## src/rtl/inference_result_logger.sv

```systemverilog
// inference_result_logger
//   Captures one result word per rising edge of inference_done into a small
//   FIFO and exposes it to the SoC over a minimal AXI-lite register window.
//   Each result word is {seq[7:0], mode_select, noise_applied, predicted_class}.
//
// Ports
//   clk, resetn          : single clock, asynchronous active-low reset
//   predicted_class[3:0] : class from the privacy output stage
//   inference_done       : completion flag (level or pulse, edge detected)
//   mode_select          : 0 = MNIST, 1 = CIFAR10
//   noise_applied        : DP noise was injected for this result
//   axi_aw*/axi_w*       : write address/data, accepted when both valid
//   axi_ar*              : read request
//   axi_rdata/axi_rvalid : registered read response, one cycle after request
//   irq                  : level interrupt (threshold reached or overflow)
//
// Register map
//   0x0 POP    (R)   {valid, 17'b0, entry[13:0]}, pops when non-empty
//   0x4 STATUS (R)   [4:0] count, [8] empty, [9] full, [10] overflow,
//                    [23:16] drop_cnt
//   0x8 CTRL   (R/W) [0] irq_en, [7:4] threshold (0 is stored as 1)
//   0xC CLEAR  (W)   [0] flush FIFO, [1] clear overflow and drop_cnt

module inference_result_logger #(
  parameter int DEPTH = 8
) (
  input  logic        clk,
  input  logic        resetn,
  input  logic [3:0]  predicted_class,
  input  logic        inference_done,
  input  logic        mode_select,
  input  logic        noise_applied,
  input  logic [3:0]  axi_awaddr,
  input  logic        axi_awvalid,
  input  logic [31:0] axi_wdata,
  input  logic        axi_wvalid,
  input  logic [3:0]  axi_araddr,
  input  logic        axi_arvalid,
  output logic [31:0] axi_rdata,
  output logic        axi_rvalid,
  output logic        irq
);

  localparam int AW = $clog2(DEPTH);
  localparam int CW = AW + 1;
  localparam logic [CW-1:0] FULL_COUNT = CW'(DEPTH);

  logic              done_q;
  logic [7:0]        seq;
  logic              push_pending;
  logic [13:0]       push_entry;
  logic [13:0]       mem [DEPTH];
  logic [AW-1:0]     wr_ptr;
  logic [AW-1:0]     rd_ptr;
  logic [CW-1:0]     count;
  logic              overflow;
  logic [7:0]        drop_cnt;
  logic              irq_en;
  logic [3:0]        threshold;
  logic [31:0]       rd_data_next;

  logic              cap_event;
  logic              wr_fire;
  logic              ctrl_wr;
  logic              clr_wr;
  logic              flush;
  logic              clr_ovf;
  logic              empty;
  logic              full;
  logic              pop_req;
  logic              do_pop;
  logic              do_push;
  logic              do_drop;
  logic [4:0]        count5;
  logic              unused_wdata;

  assign cap_event    = inference_done & ~done_q;
  assign wr_fire      = axi_awvalid & axi_wvalid;
  assign ctrl_wr      = wr_fire & (axi_awaddr == 4'h8);
  assign clr_wr       = wr_fire & (axi_awaddr == 4'hC);
  assign flush        = clr_wr & axi_wdata[0];
  assign clr_ovf      = clr_wr & axi_wdata[1];
  assign empty        = (count == '0);
  assign full         = (count == FULL_COUNT);
  assign pop_req      = axi_arvalid & (axi_araddr == 4'h0) & ~empty;
  assign count5       = 5'(count);
  assign unused_wdata = ^{axi_wdata[31:8], axi_wdata[3:2]};

  // A flush wins over everything; a pop frees the slot a same-cycle push
  // needs, so a push into a full FIFO only drops when nothing is popped.
  assign do_pop  = pop_req & ~flush;
  assign do_push = push_pending & ~flush & (~full | do_pop);
  assign do_drop = push_pending & ~flush & full & ~do_pop;

  // Edge detect on inference_done and stage the entry for a push next cycle.
  // The sequence number advances on every event, even if the entry is later
  // dropped or flushed, so software can see gaps.
  always_ff @(posedge clk or negedge resetn) begin
    if (!resetn) begin
      done_q       <= 1'b0;
      seq          <= 8'd0;
      push_pending <= 1'b0;
      push_entry   <= 14'd0;
    end else begin
      done_q       <= inference_done;
      push_pending <= cap_event;
      if (cap_event) begin
        push_entry <= {seq, mode_select, noise_applied, predicted_class};
        seq        <= seq + 8'd1;
      end
    end
  end

  // FIFO pointers and occupancy; pointers wrap naturally at DEPTH.
  always_ff @(posedge clk or negedge resetn) begin
    if (!resetn) begin
      wr_ptr <= '0;
      rd_ptr <= '0;
      count  <= '0;
    end else if (flush) begin
      wr_ptr <= '0;
      rd_ptr <= '0;
      count  <= '0;
    end else begin
      if (do_push) wr_ptr <= wr_ptr + AW'(1);
      if (do_pop)  rd_ptr <= rd_ptr + AW'(1);
      if (do_push && !do_pop)      count <= count + CW'(1);
      else if (do_pop && !do_push) count <= count - CW'(1);
    end
  end

  // Storage array; contents are only meaningful between the pointers.
  always_ff @(posedge clk) begin
    if (do_push) mem[wr_ptr] <= push_entry;
  end

  // Sticky overflow and saturating drop counter. A drop in the same cycle
  // as a clear is still recorded, so no lost entry goes unreported.
  always_ff @(posedge clk or negedge resetn) begin
    if (!resetn) begin
      overflow <= 1'b0;
      drop_cnt <= 8'd0;
    end else if (do_drop) begin
      overflow <= 1'b1;
      if (clr_ovf)                drop_cnt <= 8'd1;
      else if (drop_cnt != 8'hFF) drop_cnt <= drop_cnt + 8'd1;
    end else if (clr_ovf) begin
      overflow <= 1'b0;
      drop_cnt <= 8'd0;
    end
  end

  // Control register; a zero threshold would make irq permanently true,
  // so it is coerced to 1.
  always_ff @(posedge clk or negedge resetn) begin
    if (!resetn) begin
      irq_en    <= 1'b0;
      threshold <= 4'd1;
    end else if (ctrl_wr) begin
      irq_en    <= axi_wdata[0];
      threshold <= (axi_wdata[7:4] == 4'h0) ? 4'h1 : axi_wdata[7:4];
    end
  end

  // Read data mux, evaluated on the state before any same-cycle update.
  always_comb begin
    rd_data_next = 32'd0;
    case (axi_araddr)
      4'h0:    if (!empty) rd_data_next = {1'b1, 17'b0, mem[rd_ptr]};
      4'h4:    rd_data_next = {8'b0, drop_cnt, 5'b0, overflow, full, empty,
                               3'b0, count5};
      4'h8:    rd_data_next = {24'b0, threshold, 3'b0, irq_en};
      default: rd_data_next = 32'd0;
    endcase
  end

  // Registered read response, valid for one cycle per request.
  always_ff @(posedge clk or negedge resetn) begin
    if (!resetn) begin
      axi_rvalid <= 1'b0;
      axi_rdata  <= 32'd0;
    end else begin
      axi_rvalid <= axi_arvalid;
      if (axi_arvalid) axi_rdata <= rd_data_next;
    end
  end

  // Registered interrupt level.
  always_ff @(posedge clk or negedge resetn) begin
    if (!resetn) irq <= 1'b0;
    else         irq <= irq_en & ((count5 >= {1'b0, threshold}) | overflow);
  end

endmodule

```

## config.mk

```make
export PLATFORM = sky130hd
export DESIGN_NAME = inference_result_logger
export DESIGN_NICKNAME = d
export VERILOG_FILES = /design/src/rtl/inference_result_logger.sv
export SDC_FILE = /design/constraint.sdc
export NUM_CORES = 1
export LEC_CHECK = 0
export ABC_AREA = 1
export BUFFER_PORTS_ARGS = -buffer_cell sky130_fd_sc_hd__buf_2
export CAP_MARGIN = 20
export CORE_MARGIN = 2
export CORE_UTILIZATION = 57
export CTS_BUF_LIST = sky130_fd_sc_hd__clkbuf_4 sky130_fd_sc_hd__clkbuf_8
export DETAILED_ROUTE_END_ITERATION = 16
export GPL_TIMING_DRIVEN = 0
export PLACE_DENSITY = 0.86
export SLEW_MARGIN = 10
export SYNTH_ARGS = -nofsm -noshare
export SYNTH_HDL_FRONTEND = slang
export SYNTH_SLANG_ARGS = --single-unit
```

## constraint.sdc

```tcl
create_clock -name clk -period 5.4 [get_ports clk]
set_input_delay 0.27 -clock clk [delete_from_list [all_inputs] [get_ports clk]]
set_output_delay 0.27 -clock clk [all_outputs]
set_load 0.05 [all_outputs]
```

==> impl_metrics.json, run 1 <==
{
  "clock_latency_ns": 0.47,
  "grt_setup_unrepaired": "false",
  "worst_slew_pin_slew_ns": 1.02,
  "syn_area_um2": 8010,
  "synth_top_family_by_area": "simple AND/OR/NAND/NOR gates",
  "antenna_left": 0,
  "post-route-period-util_pct": 47.4,
  "max-slew-margin-rel_pct": 32.0,
  "cts_tree": "yes",
  "critPathMaxFanout": 14,
  "drt_wl_total_um": 17600,
  "via_count": 5748,
  "vdd.ir_drop.worst_mv": 0.267,
  "critPathMaxStageDelay_ns": 0.79,
  "fin_nets": 904,
  "final_common_cell": "nand2_1",
  "numClockSinks": 185,
  "final_cell_mix": "136 x nand2_1, 112 x edfxtp_1, 95 x o21ai_0, 81 x nor2_1, 72 x dfrtp_1",
  "worst_ep_required_time_ns": 5.50,
  "setup_viol": 0,
  "path_buf_inv": 2,
  "placed_area_um2": 8560,
  "cts-root-buf": "clkbuf_8",
  "die_x_um": 123,
  "via_per_inst": 5.56,
  "postCtsSetupRepairBufs": 0,
  "cp_common_cell": "nand2_4",
  "dp_hpwl_um": 11700,
  "ys.flop_type": "edfxtp_1",
  "cpMaxStageDelayCell": "nor2_2",
  "ys_types": 39,
  "crit_type": "flip-flop to flip-flop",
  "initial_core_util_pct": 58.0,
  "multiInputGateArea_um2": 2420,
  "grt_start_max_net_pins": 65,
  "synthCells": 754,
  "yosys.area_share.simple_pct": 15.9,
  "cp-start-kind": "flip-flop",
  "period_needed_ns": 2.56,
  "synthXorXnorAreaFrac_pct": 1.20,
  "avgRoutedWirePerCell_um": 17.0,
  "drt-initial-drc-count": 915,
  "clk_pin_slew_worst_paths_ns": 0.09,
  "report.final.slew_viol_count": 0,
  "max_cap_viol_count": 0,
  "final-seq-area_um2": 5190,
  "ioPinCount": 86,
  "rows": 43,
  "io_buffers": 50,
  "finClkSkew_ns": 0.0135,
  "yosys_warnings": 0,
  "hold_path.class": "primary input to flip-flop",
  "end_kind": "flip-flop",
  "p_leak_uw": 0.00390,
  "tns_ns": 0,
  "cts_max_level": 4,
  "crit_arrival_ns": 2.66,
  "async_flop_share_pct": 39.5,
  "holdWs_ns": 0.0771,
  "die-area_um2": 15000,
  "num_antenna_cells": 0,
  "yosysSeqAreaShare_pct": 64.8,
  "core_area_um2": 13800,
  "avgSynthCellArea_um2": 10.6,
  "antenna_found_initial": 0,
  "first_pass_iters": 6,
  "fillers": 1041,
  "synthMuxAreaShare_pct": 0,
  "clockBufferDepth": 2,
  "synth_fa_ha_area_share_pct": 1.81,
  "powerDensity_nw_per_um2": 440,
  "grt_pass1_vias": 5586,
  "fmax_mhz": 391,
  "place_ws_ns": 2.81,
  "grt_use_total_pct": 25.1,
  "status": "finished, final reports clean",
  "routabilityCongestion": 0.839,
  "path_cells": "inv_1 -> nand2_2 -> nor2_4 -> nor2_4 -> nand2_4 -> nand2_4 -> nand2_4 -> inv_4 -> nand2_2 -> nor2_2",
  "finalHoldViolCount": 0,
  "drive_gt1_share_pct": 15.7,
  "synth-seq-cells": 185,
  "grt_pass1_wl_um": 27700,
  "layout_setup_ws_ns": 2.84,
  "drc": 0,
  "cts-buffers-inserted": 17,
  "fp.dieH_um": 123,
  "grt.overflow.total": 0,
  "syn_to_final_growth_pct": 13.2,
  "cp_top_family": "simple AND/OR/NAND/NOR gates",
  "synth_edf_count": 112,
  "final_area_um2": 9070,
  "synth_compound_area_share_pct": 10.8
}
-- cells by family (layout without fill, tap and decap cells) --
kind of cell | Yosys count | in the layout
compound gates | 159 | 159
fa+ha+maj | 11 | 11
other cells | 1 | 9
flops | 185 | 185
simple gates | 284 | 284
xor+xnor | 11 | 11
buf+inv | 103 | 195
-- worst paths after layout --
kind                                    from            end  slack, ns  cells past startpoint
worst max-delay path                count[1]      mem[7][6]       2.84                     10
worst min-delay path            axi_wdata[6]   threshold[2]       0.08                      3
worst max register to register      count[1]      mem[7][6]       2.84                     10
worst min register to register        seq[6]         seq[6]       0.48                      1
max in group asynchronous             resetn  push_entry[6]       4.68                      3
min in group asynchronous             resetn   axi_rdata[2]       0.17                      2
-- flip-flops by register name, summed over array words and instances (netlist names) --
name	count
push_entry	14
done_q	1
count	4
push_pending	1
axi_rvalid	1
threshold	4
seq	8
irq_en	1
wr_ptr	3
drop_cnt	8
overflow	1
mem	112
axi_rdata	23
irq	1
rd_ptr	3
-- timing repair --
item,CTS,global route
hold buffers,9,0
resized for setup,0,0
hold endpoints to repair,81,0
setup endpoints to repair,0,0
-- synthesized netlist by cell type (2+ instances only) --
| library cell | count | area [um^2] |
|---|---|---|
| a21oi_1 | 24 | 120 |
| buf_2 | 9 | 45.0 |
| buf_4 | 10 | 75.1 |
| clkbuf_1 | 19 | 71.3 |
| dfrtp_1 | 72 | 1800 |
| edfxtp_1 | 112 | 3360 |
| ha_1 | 10 | 125 |
| inv_1 | 60 | 225 |
| inv_2 | 3 | 11.3 |
| nand2_1 | 136 | 510 |
| nand2_2 | 4 | 25.0 |
| nand2_4 | 6 | 67.6 |
| nand3_1 | 26 | 130 |
| nand4_1 | 11 | 68.8 |
| nor2_1 | 85 | 319 |
| nor2_2 | 5 | 31.3 |
| nor2_4 | 3 | 33.8 |
| nor3_1 | 3 | 15.0 |
| o211ai_1 | 13 | 97.6 |
| o21a_1 | 2 | 15.0 |
| o21ai_0 | 95 | 475 |
| o21ai_1 | 8 | 40.0 |
| o22ai_1 | 6 | 37.5 |
| o31ai_1 | 8 | 60.1 |
| xor2_1 | 10 | 87.6 |
-- power breakdown --
part | switching [uW] | leakage (uW) | internal [uW]
sequential | 165 | 0.00195 | 1730
combinational | 784 | 0.00172 | 333
clock | 493 | 0.000219 | 487
total | 1440 | 0.00390 | 2550
-- cell type report --
cell class / instances / area share [%]
plain buffers: 39 / 2.15
well taps: 180 / 2.48
clock inverters: 12 / 1.79
flip-flops and latches: 185 / 57.2
multi-input cells: 474 / 26.7
clock buffers: 20 / 2.90
repair buffers: 60 / 4.08
inverters: 64 / 2.67
-- through the flow --
stage	instances	power (uW)	util, %
2_1_floorplan	762	2650	-
3_3_place_gp	992	2950	61.6
3_5_place_dp	993	3010	61.9
4_1_cts	1034	3990	65.6
5_1_grt	1034	4200	65.6
6_report	1034	4000	65.6
-- layer usage --
layer	part of all wire, %	wire [um]	track usage (%)	vias up
li1	-	-	-	2730
met1	40	6990	31.6	2693
met2	48	8520	41.5	278
met3	8.6	1520	5.25	47
met4	3.3	578	12.7	0
met5	0	0	0	-
-- worst min-delay path, stage by stage --
cell,delay (ns)
buf_2,0.09
inv_1,0.06
o21ai_0,0.08
Note: power is estimated with default switching activity, not from simulation.
==> run 2: changes to the inputs <==
--- a/config.mk
+++ b/config.mk
@@ -5,7 +5,7 @@
 export SDC_FILE = /design/constraint.sdc
 export NUM_CORES = 1
 export LEC_CHECK = 0
-export ABC_AREA = 1
+export ABC_AREA = 0
 export BUFFER_PORTS_ARGS = -buffer_cell sky130_fd_sc_hd__buf_2
 export CAP_MARGIN = 20
 export CORE_MARGIN = 2
==> constraint.sdc (replaced) <==
create_clock -name clk -period 2.4 [get_ports clk]
set_input_delay 0.12 -clock clk [delete_from_list [all_inputs] [get_ports clk]]
set_output_delay 0.12 -clock clk [all_outputs]
set_load 0.05 [all_outputs]
==> impl_metrics.json, run 2 <==
{
  "drt-initial-drc-count": 535,
  "via_count": 4576,
  "grt_pass1_vias": 4656,
  "num_antenna_cells": 0,
  "worst_slew_pin_slew_ns": 0.896,
  "fp.dieH_um": 121,
  "first_pass_iters": 4,
  "clock_latency_ns": 0.47,
  "die-area_um2": 14500,
  "yosysSeqAreaShare_pct": 67.1,
  "drive_gt1_share_pct": 32.3,
  "power_frac_comb_pct": 28.8,
  "fillers": 821,
  "initial_core_util_pct": 58.4,
  "cts-buffers-inserted": 17,
  "dp_hpwl_um": 10300,
  "antenna_left": 0,
  "drt_wl_total_um": 16200,
  "cts_max_level": 4,
  "clockBufferDepth": 2,
  "period_needed_ns": 2.45,
  "path_buf_inv": 0,
  "top_regs": "mem x112, axi_rdata x23, push_entry x14",
  "ioPinCount": 86,
  "synth_edf_count": 112,
  "violations": "setup timing",
  "yosysMostFrequentCell": "edfxtp_1",
  "dp.cells": 739,
  "yosys_warnings": 0,
  "report.final.slew_viol_count": 0,
  "synthCells": 498,
  "crit_arrival_ns": 2.79,
  "synth_top_area_share_pct": 43.5,
  "cpMaxStageDelayCell": "dfrtp_2",
  "largest_reg_flops": 112,
  "grt_start_max_net_pins": 60,
  "rows": 42,
  "path_cells": "nor4_4 -> or3_4 -> nand2_2 -> or2_4 -> ha_4 -> a21o_4 -> a211o_1 -> o22ai_2 -> xnor2_2 -> nor2_1",
  "cp-start-kind": "flip-flop",
  "fmax_mhz": 409,
  "layout_setup_ws_ns": -0.0467,
  "place_ws_ns": -0.540,
  "ys_top_cells_by_count": "112 x edfxtp_1, 72 x dfrtp_1, 28 x mux4_2, 26 x nand2_1, 25 x nor2_1",
  "sw_frac_of_total_pct": 33.7,
  "fin_nets": 675,
  "critPathMaxStageDelay_ns": 0.46,
  "powerDensity_nw_per_um2": 984,
  "cts-root-buf": "clkbuf_8",
  "finClkSkew_ns": 0.0145,
  "crit_type": "flip-flop to flip-flop",
  "io_buffers": 50,
  "p_int_uw": 5960,
  "max-slew-margin-rel_pct": 40.3,
  "switching_power_uw": 3030,
  "via_per_inst": 5.71,
  "die_x_um": 121,
  "power_uw": 8990,
  "pwr-share-clk_pct": 21.3,
  "numClockSinks": 185,
  "fin_cells": 801,
  "drc": 0,
  "final_common_cell": "edfxtp_1",
  "status": "finished, violations left",
  "ys_types": 59,
  "max_cap_viol_count": 0,
  "grt_pass1_wl_um": 25000,
  "core_area_um2": 13200,
  "setup_viol": 1,
  "cp_top_family": "simple AND/OR/NAND/NOR gates",
  "grt_setup_unrepaired": "true",
  "avgRoutedWirePerCell_um": 20.3,
  "hold_path.class": "primary input to flip-flop",
  "holdWs_ns": 0.0328,
  "ys.flop_type": "edfxtp_1",
  "finalHoldViolCount": 0,
  "routabilityCongestion": 0.865,
  "grt.overflow.total": 0,
  "post-route-period-util_pct": 102,
  "worst_ep_required_time_ns": 2.75,
  "avgSynthCellArea_um2": 15.5,
  "final_cell_mix": "112 x edfxtp_1, 67 x dfrtp_1, 54 x buf_2, 28 x mux4_2, 25 x nand2_1",
  "antenna_found_initial": 0,
  "vdd.ir_drop.worst_mv": 0.455,
  "end_kind": "flip-flop",
  "critPathMaxFanout": 4,
  "synth.area.top_cells": "edfxtp_1 43%, dfrtp_1 23%, mux4_2 8.1%, mux2_2 2.5%, mux2i_1 2.1%",
  "syn_area_um2": 7740,
  "cts_tree": "yes",
  "syn_to_final_growth_pct": 18.0,
  "power.share.sequential_pct": 49.9,
  "async_flop_share_pct": 39.5,
  "p_leak_uw": 0.00349,
  "synth-seq-cells": 185,
  "top_register": "mem",
  "grt_use_total_pct": 23.7,
  "clk_pin_slew_worst_paths_ns": 0.09,
  "synth.largest_area_cell": "edfxtp_1"
}
==> run 2: timing repair <==
item | in CTS | in global routing
endpoints found under the hold margin | 86 | 0
pin swaps | 10 | 5
setup endpoints to repair | 85 | 69
gates cloned | 0 | 0
buffers inserted | 13 | 3
hold buffers | 16 | 0
gates resized for setup | 11 | 8
==> run 2: power groups by stage <==
stage                     combinational (uW)  sequential, uW  clock (uW)
after floorplan                         1640            4490           0
after global placement                  2150            4470           0
after detailed placement                2320            4540           0
after CTS                               2510            4460        1930
after global routing                    2790            4540        2060
final                                   2590            4490        1920
==> run 2: worst paths after layout <==
path,start,endpoint,slack [ns],cells after the start
setup reg to reg,count[1],count[3],-0.05,10
setup / recovery,count[1],count[3],-0.05,10
min in group asynchronous,resetn,drop_cnt[7],0.05,2
hold reg to reg,seq[7],seq[7],0.48,1
hold / removal,axi_araddr[0],axi_rdata[8],0.03,4
max in group asynchronous,resetn,threshold[0],1.75,3
==> run 2: logic make-up (layout without fill, tap and decap cells) <==
family,after synthesis,in the layout,share of synthesized area [%]
XOR/XNOR,17,17,1.92
AND/OR/NAND/NOR,110,110,8.13
buffers and inverters,54,173,3.44
multiplexers,61,61,12.7
other,1,9,0.0485
flip-flops,185,185,67.1
AO/OA/AOI/OAI,59,59,4.82
adder cells (fa/ha/maj),11,11,1.88
==> run 2: metrics by stage <==
stage	setup TNS (ns)	util, %	cell area [um^2]
final	-0.0467	69.0	9140
after global placement	-77.35	62.5	8280
after floorplan	-5.62	-	7810
after CTS	-0.00592	68.7	9100
after detailed placement	-23.14	63.5	8420
after global routing	-0.125	69.0	9140
==> run 2: cell type report <==
cell class / count / area (um^2) / share of cell area (%)
plain buffers: 30 / 176 / 1.93
well taps: 176 / 220 / 2.41
clock inverters: 15 / 133 / 1.45
multi-input cells: 267 / 2420 / 26.5
clock buffers: 17 / 234 / 2.56
inverters: 22 / 82.6 / 0.904
flip-flops and latches: 185 / 5200 / 56.9
repair buffers: 89 / 672 / 7.35
==> run 2: metal layers <==
metal  up-vias  routed length (um)  global-route usage, %
li1       2060                   -                      -
met1      2303                6600                   30.3
met2       185                8380                   39.2
met3        28                 938                   5.90
met4         0                 329                   9.30
met5         -                   0                      0
==> run 2: tightest hold or removal path, cell delays in order <==
cell and delay [ns]:
buf_2 0.09, nor2_1 0.06, nand4_1 0.08, o221ai_1 0.10
